### src/rtl/audio_pkg.sv
// Shared audio-path types and constants: FSM states, channel codes, packed-word fields.
package audio_pkg;

    localparam int SAMPLE_WIDTH_DEF = 16;
    localparam int CH_W             = 16;

    localparam int LEFT_MSB  = 31;
    localparam int LEFT_LSB  = 16;
    localparam int RIGHT_MSB = 15;
    localparam int RIGHT_LSB = 0;

    localparam logic CH_LEFT  = 1'b0;
    localparam logic CH_RIGHT = 1'b1;

    typedef enum logic [1:0] {ALIGN, DELAY, SHIFT, DRAIN} rx_state_e;

    // |s| for a two's complement sample; -32768 saturates to 32767
    function automatic logic [CH_W-1:0] mag_sat(input logic [CH_W-1:0] s);
        if (!s[CH_W-1])
            return s;
        else if (s == {1'b1, {(CH_W-1){1'b0}}})
            return {1'b0, {(CH_W-1){1'b1}}};
        else
            return CH_W'(-s);
    endfunction

endpackage

### src/rtl/sync_edge_detect.sv
// Multi-flop synchronizer for an asynchronous pin with rise/fall/any-edge pulses.
module sync_edge_detect #(
    parameter int SYNC_STAGES = 2
) (
    input  logic clk,
    input  logic rst,
    input  logic din,
    output logic sync,
    output logic rise,
    output logic fall,
    output logic edge_any
);

    logic [SYNC_STAGES-1:0] chain;
    logic                   prev;

    always_ff @(posedge clk) begin
        if (rst) begin
            chain <= '0;
            prev  <= 1'b0;
        end else begin
            chain <= {chain[SYNC_STAGES-2:0], din};
            prev  <= chain[SYNC_STAGES-1];
        end
    end

    assign sync     = chain[SYNC_STAGES-1];
    assign rise     = sync & ~prev;
    assign fall     = ~sync & prev;
    assign edge_any = sync ^ prev;

endmodule

### src/rtl/i2s_adc_rx.sv
// I2S ADC deserializer: packs each left+right frame into {left, right} with a valid strobe.
// Optional peak-magnitude hold outputs are built when I2S_PEAK_HOLD_EN is defined.
module i2s_adc_rx
    import audio_pkg::*;
#(
    parameter int SAMPLE_WIDTH = SAMPLE_WIDTH_DEF,
    parameter int SYNC_STAGES  = 2
) (
    input  logic        clk,
    input  logic        rst,
    input  logic        AUD_BCLK,
    input  logic        AUD_ADCLRCK,
    input  logic        AUD_ADCDAT,
`ifdef I2S_PEAK_HOLD_EN
    input  logic        peakClr,
    output logic [15:0] peakLeft,
    output logic [15:0] peakRight,
`endif
    output logic [31:0] audioIn,
    output logic        sampleValid,
    output logic        frameError
);

    localparam int CNT_W = (SAMPLE_WIDTH > 1) ? $clog2(SAMPLE_WIDTH) : 1;

    logic bclk_rise;
    logic lr_edge, lr_fall;
    logic dat_s;
    logic bclk_sync_unused, bclk_fall_unused, bclk_edge_unused;
    logic lr_sync_unused, lr_rise_unused;
    logic dat_rise_unused, dat_fall_unused, dat_edge_unused;

    sync_edge_detect #(.SYNC_STAGES(SYNC_STAGES)) u_bclk (
        .clk(clk), .rst(rst), .din(AUD_BCLK),
        .sync(bclk_sync_unused), .rise(bclk_rise), .fall(bclk_fall_unused), .edge_any(bclk_edge_unused)
    );

    sync_edge_detect #(.SYNC_STAGES(SYNC_STAGES)) u_lrck (
        .clk(clk), .rst(rst), .din(AUD_ADCLRCK),
        .sync(lr_sync_unused), .rise(lr_rise_unused), .fall(lr_fall), .edge_any(lr_edge)
    );

    sync_edge_detect #(.SYNC_STAGES(SYNC_STAGES)) u_dat (
        .clk(clk), .rst(rst), .din(AUD_ADCDAT),
        .sync(dat_s), .rise(dat_rise_unused), .fall(dat_fall_unused), .edge_any(dat_edge_unused)
    );

    rx_state_e               state, state_nx;
    logic                    chan, chan_nx;
    logic [CNT_W-1:0]        bit_cnt, cnt_nx;
    logic [SAMPLE_WIDTH-1:0] shreg, shreg_nx, word_in;
    logic [CH_W-1:0]         left_hold, hold_nx;
    logic [31:0]             audio_nx;
    logic                    valid_nx, err_nx;
    rx_state_e               slot_st;

    // Narrower samples are left-justified into the 16-bit field
    function automatic logic [CH_W-1:0] to_field(input logic [SAMPLE_WIDTH-1:0] w);
        return CH_W'({w, {CH_W{1'b0}}} >> SAMPLE_WIDTH);
    endfunction

    assign word_in = {shreg[SAMPLE_WIDTH-2:0], dat_s};
    // A bclkRise coinciding with the LR edge already is the new slot's delay bit
    assign slot_st = bclk_rise ? SHIFT : DELAY;

    always_ff @(posedge clk) begin
        if (rst) begin
            state       <= ALIGN;
            chan        <= CH_LEFT;
            bit_cnt     <= '0;
            shreg       <= '0;
            left_hold   <= '0;
            audioIn     <= '0;
            sampleValid <= 1'b0;
            frameError  <= 1'b0;
        end else begin
            state       <= state_nx;
            chan        <= chan_nx;
            bit_cnt     <= cnt_nx;
            shreg       <= shreg_nx;
            left_hold   <= hold_nx;
            audioIn     <= audio_nx;
            sampleValid <= valid_nx;
            frameError  <= err_nx;
        end
    end

    always_comb begin
        state_nx = state;
        chan_nx  = chan;
        cnt_nx   = bit_cnt;
        shreg_nx = shreg;
        hold_nx  = left_hold;
        audio_nx = audioIn;
        valid_nx = 1'b0;
        err_nx   = 1'b0;
        case (state)
            ALIGN: begin
                if (lr_fall) begin
                    state_nx = slot_st;
                    chan_nx  = CH_LEFT;
                    cnt_nx   = '0;
                    shreg_nx = '0;
                end
            end
            DELAY, SHIFT: begin
                if (lr_edge) begin
                    // Short slot: drop the partial word and any pending left half
                    err_nx   = 1'b1;
                    hold_nx  = '0;
                    cnt_nx   = '0;
                    shreg_nx = '0;
                    if (lr_fall) begin
                        state_nx = slot_st;
                        chan_nx  = CH_LEFT;
                    end else begin
                        state_nx = ALIGN;
                    end
                end else if (bclk_rise) begin
                    if (state == DELAY) begin
                        state_nx = SHIFT;
                        cnt_nx   = '0;
                    end else begin
                        shreg_nx = word_in;
                        cnt_nx   = bit_cnt + 1'b1;
                        if (bit_cnt == CNT_W'(SAMPLE_WIDTH-1)) begin
                            state_nx = DRAIN;
                            if (chan == CH_LEFT) begin
                                hold_nx = to_field(word_in);
                            end else begin
                                audio_nx = {left_hold, to_field(word_in)};
                                valid_nx = 1'b1;
                            end
                        end
                    end
                end
            end
            DRAIN: begin
                if (lr_edge) begin
                    cnt_nx   = '0;
                    shreg_nx = '0;
                    if ((lr_fall ? CH_LEFT : CH_RIGHT) == chan) begin
                        err_nx   = 1'b1;
                        state_nx = ALIGN;
                    end else begin
                        state_nx = slot_st;
                        chan_nx  = ~chan;
                    end
                end
            end
            default: state_nx = ALIGN;
        endcase
    end

`ifdef I2S_PEAK_HOLD_EN
    logic [CH_W-1:0] mag_l, mag_r;

    assign mag_l = mag_sat(audio_nx[LEFT_MSB:LEFT_LSB]);
    assign mag_r = mag_sat(audio_nx[RIGHT_MSB:RIGHT_LSB]);

    always_ff @(posedge clk) begin
        if (rst) begin
            peakLeft  <= '0;
            peakRight <= '0;
        end else if (valid_nx) begin
            peakLeft  <= (peakClr || mag_l > peakLeft)  ? mag_l : peakLeft;
            peakRight <= (peakClr || mag_r > peakRight) ? mag_r : peakRight;
        end
    end
`endif

endmodule

### config.mk
export PLATFORM = sky130hd
export DESIGN_NAME = i2s_adc_rx
export DESIGN_NICKNAME = d
export VERILOG_FILES = /design/src/rtl/audio_pkg.sv /design/src/rtl/sync_edge_detect.sv /design/src/rtl/i2s_adc_rx.sv
export SDC_FILE = /design/constraint.sdc
export NUM_CORES = 1
export LEC_CHECK = 0
export BUFFER_PORTS_ARGS = -buffer_cell sky130_fd_sc_hd__buf_4
export CORE_ASPECT_RATIO = 0.7
export CORE_MARGIN = 2
export CORE_UTILIZATION = 40
export DETAILED_ROUTE_END_ITERATION = 16
export GPL_ROUTABILITY_DRIVEN = 0
export MAX_ROUTING_LAYER = met4
export SYNTH_ARGS = -nofsm -noshare
export SYNTH_HDL_FRONTEND = slang
export SYNTH_SLANG_ARGS = --single-unit
### constraint.sdc
create_clock -name clk -period 2.3 [get_ports clk]
set_clock_uncertainty 0.1 [all_clocks]
set_input_delay 0.23 -clock clk [delete_from_list [all_inputs] [get_ports clk]]
set_output_delay 0.23 -clock clk [all_outputs]
set_load 0.01 [all_outputs]
==> results of run 1 <==
==> routing by layer <==
layer  wire length [um]  global-route usage  up-vias
li1                   -                   -     1279
met1               3290               0.237     1148
met2               2660               0.234       71
met3                455              0.0604        7
met4                 89              0.0462        0
met5                  0                   -        -
==> path summary, 6_finish.rpt <==
check	start	endpoint	slack, ns	cells past startpoint
hold reg to reg	u_bclk.chain[0]	u_bclk.chain[1]	0.34	1
hold / removal	rst	u_lrck.prev	0.19	2
setup reg to reg	state[0]	left_hold[1]	0.21	6
setup / recovery	state[0]	left_hold[1]	0.21	6
==> final cells by class <==
cell class | count | area [um2]
Sequential cell | 80 | 1600
Clock inverter | 4 | 98.8
Multi-Input combinational cell | 243 | 1310
Timing Repair Buffer | 50 | 383
Clock buffer | 12 | 155
Tap cell | 98 | 123
Fill cell | 733 | 3660
Inverter | 6 | 22.5
==> sequential cells by signal, indices dropped and copies added, names as in the netlist <==
signal	flops
audioIn	32
bit_cnt	4
chan	1
frameError	1
left_hold	16
sampleValid	1
shreg	15
state	2
u_bclk.chain	2
u_bclk.prev	1
u_dat.chain	2
u_lrck.chain	2
u_lrck.prev	1
==> cell usage in the layout (no fill, tap or decap), types with 2 or more instances in the layout <==
master | Yosys | final
bufinv_16 | 0 | 3
xnor2_1 | 2 | 2
clkbuf_8 | 0 | 11
a21oi_1 | 55 | 55
and2_1 | 3 | 3
nand3_1 | 17 | 17
dlygate4sd3_1 | 0 | 3
dfxtp_1 | 80 | 80
nor2b_1 | 8 | 8
nor3_1 | 2 | 2
nor2_1 | 19 | 19
inv_1 | 6 | 6
a32oi_1 | 16 | 16
buf_4 | 1 | 47
a211oi_1 | 3 | 3
o21ai_0 | 3 | 3
ha_1 | 8 | 8
nand2_1 | 85 | 85
or3_1 | 3 | 3
and3_1 | 3 | 3
==> power groups by stage <==
stage | clock, mW | sequential, mW | combinational (mW)
finish | 1.27 | 1.43 | 0.594
floorplan | 0 | 1.46 | 0.480
global placement | 0 | 1.47 | 0.578
global route | 1.36 | 1.44 | 0.664
detailed placement | 0 | 1.47 | 0.584
CTS | 1.31 | 1.43 | 0.591
==> critical path, delay by kind of cell (launching register included) <==
kind / cells / cell delay (ns)
compound gates: 1 / 0.11
fa+ha+maj: 1 / 0.43
buf+inv: 1 / 0.09
flops: 1 / 0.39
simple gates: 3 / 0.91
==> kinds of logic (layout without fill, tap and decap cells) <==
group / Yosys count / after routing / synth area share
AOI/OAI and AO/OA: 87 / 87 / 0.178
xor gates and xnor gates: 2 / 2 / 0.00574
adders and majority gates: 8 / 8 / 0.0328
buffers and inverters: 30 / 72 / 0.0463
DFF: 80 / 80 / 0.524
and+or+nand+nor: 146 / 146 / 0.213
==> flow_summary.toml, run 1 <==
[die]
dieArea_mm2 = 0.00836
rows = 26
ioPinCount = 39
initial_utilization = 0.415
die_w_um = 108
coreArea_mm2 = 0.00735
die_h_um = 77.1

[sta]
hold-worst-slack_ns = 0.186
finalSetupTns_ns = 0
hold_viol_final = 0
slew_headroom = 0.589
worst_slack_ns = 0.207
slew_violations = 0
finalSetupViolCount = 0
tightest_slew_ns = 0.616
min_period_ns = 2.09
final.period_utilization = 0.910
rsz0062_at_grt = "no"
fmax_mhz = 478

[grt]
grt_pass1_wl_mm = 11.0
grt_overflow = 0
grt_usage = 0.171
antenna_found_initial = 0
grt_pass1_vias = 2225
grt_start_max_net_pins = 41

[route]
routedWlPerCell_um = 13.2
firstDrtPassIters = 4
drt_wl_total_mm = 6.50
drt_iter0_drc = 115
vias_per_cell = 5.08
drtAntennaViolNets = 0
num_vias = 2505
drc = 0

[synth]
synth_fp_nets = 366
synth_top_cell_area_share = 0.524
ys_ff_latch = 80
synth_enable_flop_cells = 0
synth_cell_type_count = 37
async_flop_share = 0
yosysWarnings = 0
ys_seq_area_frac = 0.524
avgSynthCellArea_um2 = 8.65
synth_flop_cell = "dfxtp_1"
yosysMostFrequentCell = "nand2_1"
netlist_top_cells_area = "dfxtp_1 (52%), nand2_1 (10%), a21oi_1 (9.0%), a32oi_1 (4.6%), ha_1 (3.3%)"
netlist_instances = 353
synthTopCellsByCount = "nand2_1 (85), dfxtp_1 (80), a21oi_1 (55), nor2_1 (19), nand3_1 (17)"
netlist_area_mm2 = 0.00305
yosys.area.top_type = "dfxtp_1"

[cts]
post-cts-setup-buffers = 0
root_buffer = "clkbuf_8"
cts_resized = 0
cts_hold_buffers = 3
clk_latency_ns = 0.35
numCtsBuffers = 9
cts_max_level = 3
clk_path_buf_depth = 2
clkSinkCount = 80
cts_tree = "built"
clkTransAtPathRegs_ns = 0.08

[final_layout]
drive_gt1_frac = 0.165
area_delta_synth_final_pct = 21.0
design_area_mm2 = 0.00369
fin_util = 0.503
antenna_cells = 0
final_nets = 403
fin_cells = 493

[placed_design]
dp_hpwl_mm = 4.35
dpl_cell_area_mm2 = 0.00341
place_ws_ns = 0.202
port_buffers = 38
placed_cells = 474

[power_and_ir_drop]
power_frac_comb = 0.180
internal_power_mw = 2.39
clkPwrFrac = 0.386
power_leakage_nw = 1.38
irDropWorstVdd_mv = 0.318
p_switching_uw = 910
seqPwrFrac = 0.435
p_per_area_mw_per_mm2 = 894
switching_share = 0.275
power_mw = 3.30

[critical_path]
arrival_ns = 2.28
crit_chain = "inv_1 -> ha_1 -> and2_1 -> and4b_1 -> a32oi_1 -> nor2_1"
crit_required_ns = 2.48
path_max_fanout = 16
cp-end-kind = "register"
cp-start-kind = "register"
worstSetupPathType = "register to register"
worst_path_max_delay_cell = "and4b_1"
critPathMaxStageDelay_ns = 0.61

[worst_hold_path]
hold_class = "input port to register"

[run_status]
status = "finished, final reports clean"

[flow_run]
max_cap_viol_count = 0
No activity file was read; power rests on OpenSTA's default activity.
==> run 2: changes to the inputs <==
Settings changed: CELL_PAD_IN_SITES_DETAIL_PLACEMENT set to 0, CELL_PAD_IN_SITES_GLOBAL_PLACEMENT set to 2, CORE_UTILIZATION 40 to 31, PLACE_DENSITY_LB_ADDON set to 0.1.
Clock period 2.3 ns to 1.9 ns, I/O delays scaled along.
==> run 2 against run 1 <==
  * Clock power increased by 26%
  * Combinational power grew 42%
  * Non-clock buffer count increased by 8
  * Die area up 28%
  * Flip-flop and latch count stayed put
  * Largest cell class unchanged
==> flow_summary.toml, run 2 (synthesis results as in run 1) <==
[power_and_ir_drop]
power_leakage_nw = 1.44
irDropWorstVdd_mv = 0.378
p_switching_mw = 1.19
power_frac_comb = 0.201
p_per_area_mw_per_mm2 = 1070
clkPwrFrac = 0.382
seqPwrFrac = 0.417
switching_share = 0.284
power_mw = 4.19
internal_power_mw = 3.00

[cts]
cts_tree = "built"
numCtsBuffers = 9
clkTransAtPathRegs_ns = 0.06
root_buffer = "clkbuf_16"
clkSinkCount = 80
cts_max_level = 3
clk_latency_ns = 0.34
clk_path_buf_depth = 2

[sta]
hold_viol_final = 0
tightest_slew_ns = 0.544
fmax_mhz = 545
finalSetupViolCount = 0
final.period_utilization = 0.966
min_period_ns = 1.84
hold-worst-slack_ns = 0.220
rsz0062_at_grt = "yes"
slew_violations = 0
slew_headroom = 0.637

[grt]
grt_pass1_wl_mm = 12.0
grt_overflow = 0
grt_start_max_net_pins = 50
antenna_found_initial = 0
grt_usage = 0.152
grt_pass1_vias = 2308

[worst_hold_path]
whs_path_depth = 2
worst_hold_startpoint = "rst"
holdPathEnd = "left_hold[0]"
hold_class = "input port to register"

[final_layout]
area_delta_synth_final_pct = 27.8
drive_gt1_frac = 0.201
antenna_cells = 0
design_area_mm2 = 0.00390
multi_input_area_mm2 = 0.00134
regMostFlops = "audioIn"
final_cell_mix = "nand2_1 (84), dfxtp_1 (78), a21oi_1 (52), buf_4 (48), nor2_1 (19)"
fillers = 1006
final_common_cell = "nand2_1"
final_nets = 411
top_regs = "audioIn x32, left_hold x16, shreg x15"
regArea_mm2 = 0.00160
largest_reg_flops = 32

[die]
coreArea_mm2 = 0.00965
die_w_um = 123
dieArea_mm2 = 0.0107
ioPinCount = 39
die_h_um = 87.0
initial_utilization = 0.317
rows = 30

[critical_path]
crit_chain = "inv_1 -> ha_2 -> nand2_2 -> or3_1 -> and2_1 -> a211oi_1"
crit_required_ns = 2.04
cp-start-kind = "register"
worst_r2r_endpoint = "state[0]"
critPathMaxStageDelay_ns = 0.37
r2r_slack_ns = 0.06
cp-end-kind = "register"
worst-path-buf-inv = 1
path_max_fanout = 7
r2r_start = "state[0]"
worst_path_max_delay_cell = "ha_2"
reg2regPathDepth = 6
critical_path.top_delay_family = "simple AND/OR/NAND/NOR gates"
arrival_ns = 1.98
worstSetupPathType = "register to register"
startpoint = "state[0]"

[placed_design]
dp_hpwl_mm = 4.78
port_buffers = 38
dpl_cell_area_mm2 = 0.00356

[flow_run]
max_cap_viol_count = 0

[route]
routedWlPerCell_um = 14.1
firstDrtPassIters = 4
vias_per_cell = 4.76
drc = 0
drt_wl_total_mm = 7.49
drtAntennaViolNets = 0
drt_iter0_drc = 121
num_vias = 2523

[run_status]
status = "finished, final reports clean"
## run 2: stage by stage
step / instances / TNS, ns / setup WS (ns) / utilization
4_1_cts: 528 / 0 / 0.0293 / 0.401
6_report: 530 / 0 / 0.0641 / 0.405
3_3_place_gp: 510 / 0 / 0.0514 / 0.369
2_1_floorplan: 353 / 0 / 0.00348 / -
3_5_place_dp: 510 / 0 / 0.00312 / 0.369
5_1_grt: 530 / -0.196 / -0.0192 / 0.405
## run 2: power groups by stage
stage / Clock, mW / Combinational, mW / Sequential, mW
2_1_floorplan: 0 / 0.599 / 1.78
3_3_place_gp: 0 / 0.826 / 1.78
3_5_place_dp: 0 / 0.828 / 1.78
4_1_cts: 1.67 / 0.840 / 1.74
5_1_grt: 1.74 / 0.920 / 1.75
6_report: 1.60 / 0.841 / 1.75
## run 2: routing by layer
metal	routed length, um	global-route usage
met2	2890	0.196
met5	0	-
met1	4170	0.220
met3	313	0.0478
met4	107	0.0533
## run 2: worst max-delay path by stage
stage | endpoint | slack (ns) | cells past startpoint
after global placement | state[0] | 0.05 | 6
after detailed placement | state[0] | 0.003 | 6
after CTS | state[0] | 0.03 | 7
final | state[0] | 0.06 | 6
after global routing | state[0] | -0.02 | 6
after floorplan | left_hold[10] | 0.003 | 10
## run 2: repair_timing
item                                    CTS  global route
resized for setup                         1             8
setup buffers                             0             1
gates cloned                              0             1
endpoints found under the hold margin     3             0
endpoints found under the setup margin    1            38
hold buffers                              3             0
pin swaps                                 0             3
## run 2: cell type report
| cell class | instances | share of cell area |
|---|---|---|
| Multi-Input combinational cell | 243 | 0.342 |
| Timing Repair Buffer | 58 | 0.130 |
| Inverter | 6 | 0.00577 |
| Clock inverter | 2 | 0.00353 |
| Clock buffer | 13 | 0.0667 |
| Sequential cell | 80 | 0.411 |
| Tap cell | 128 | 0.0410 |
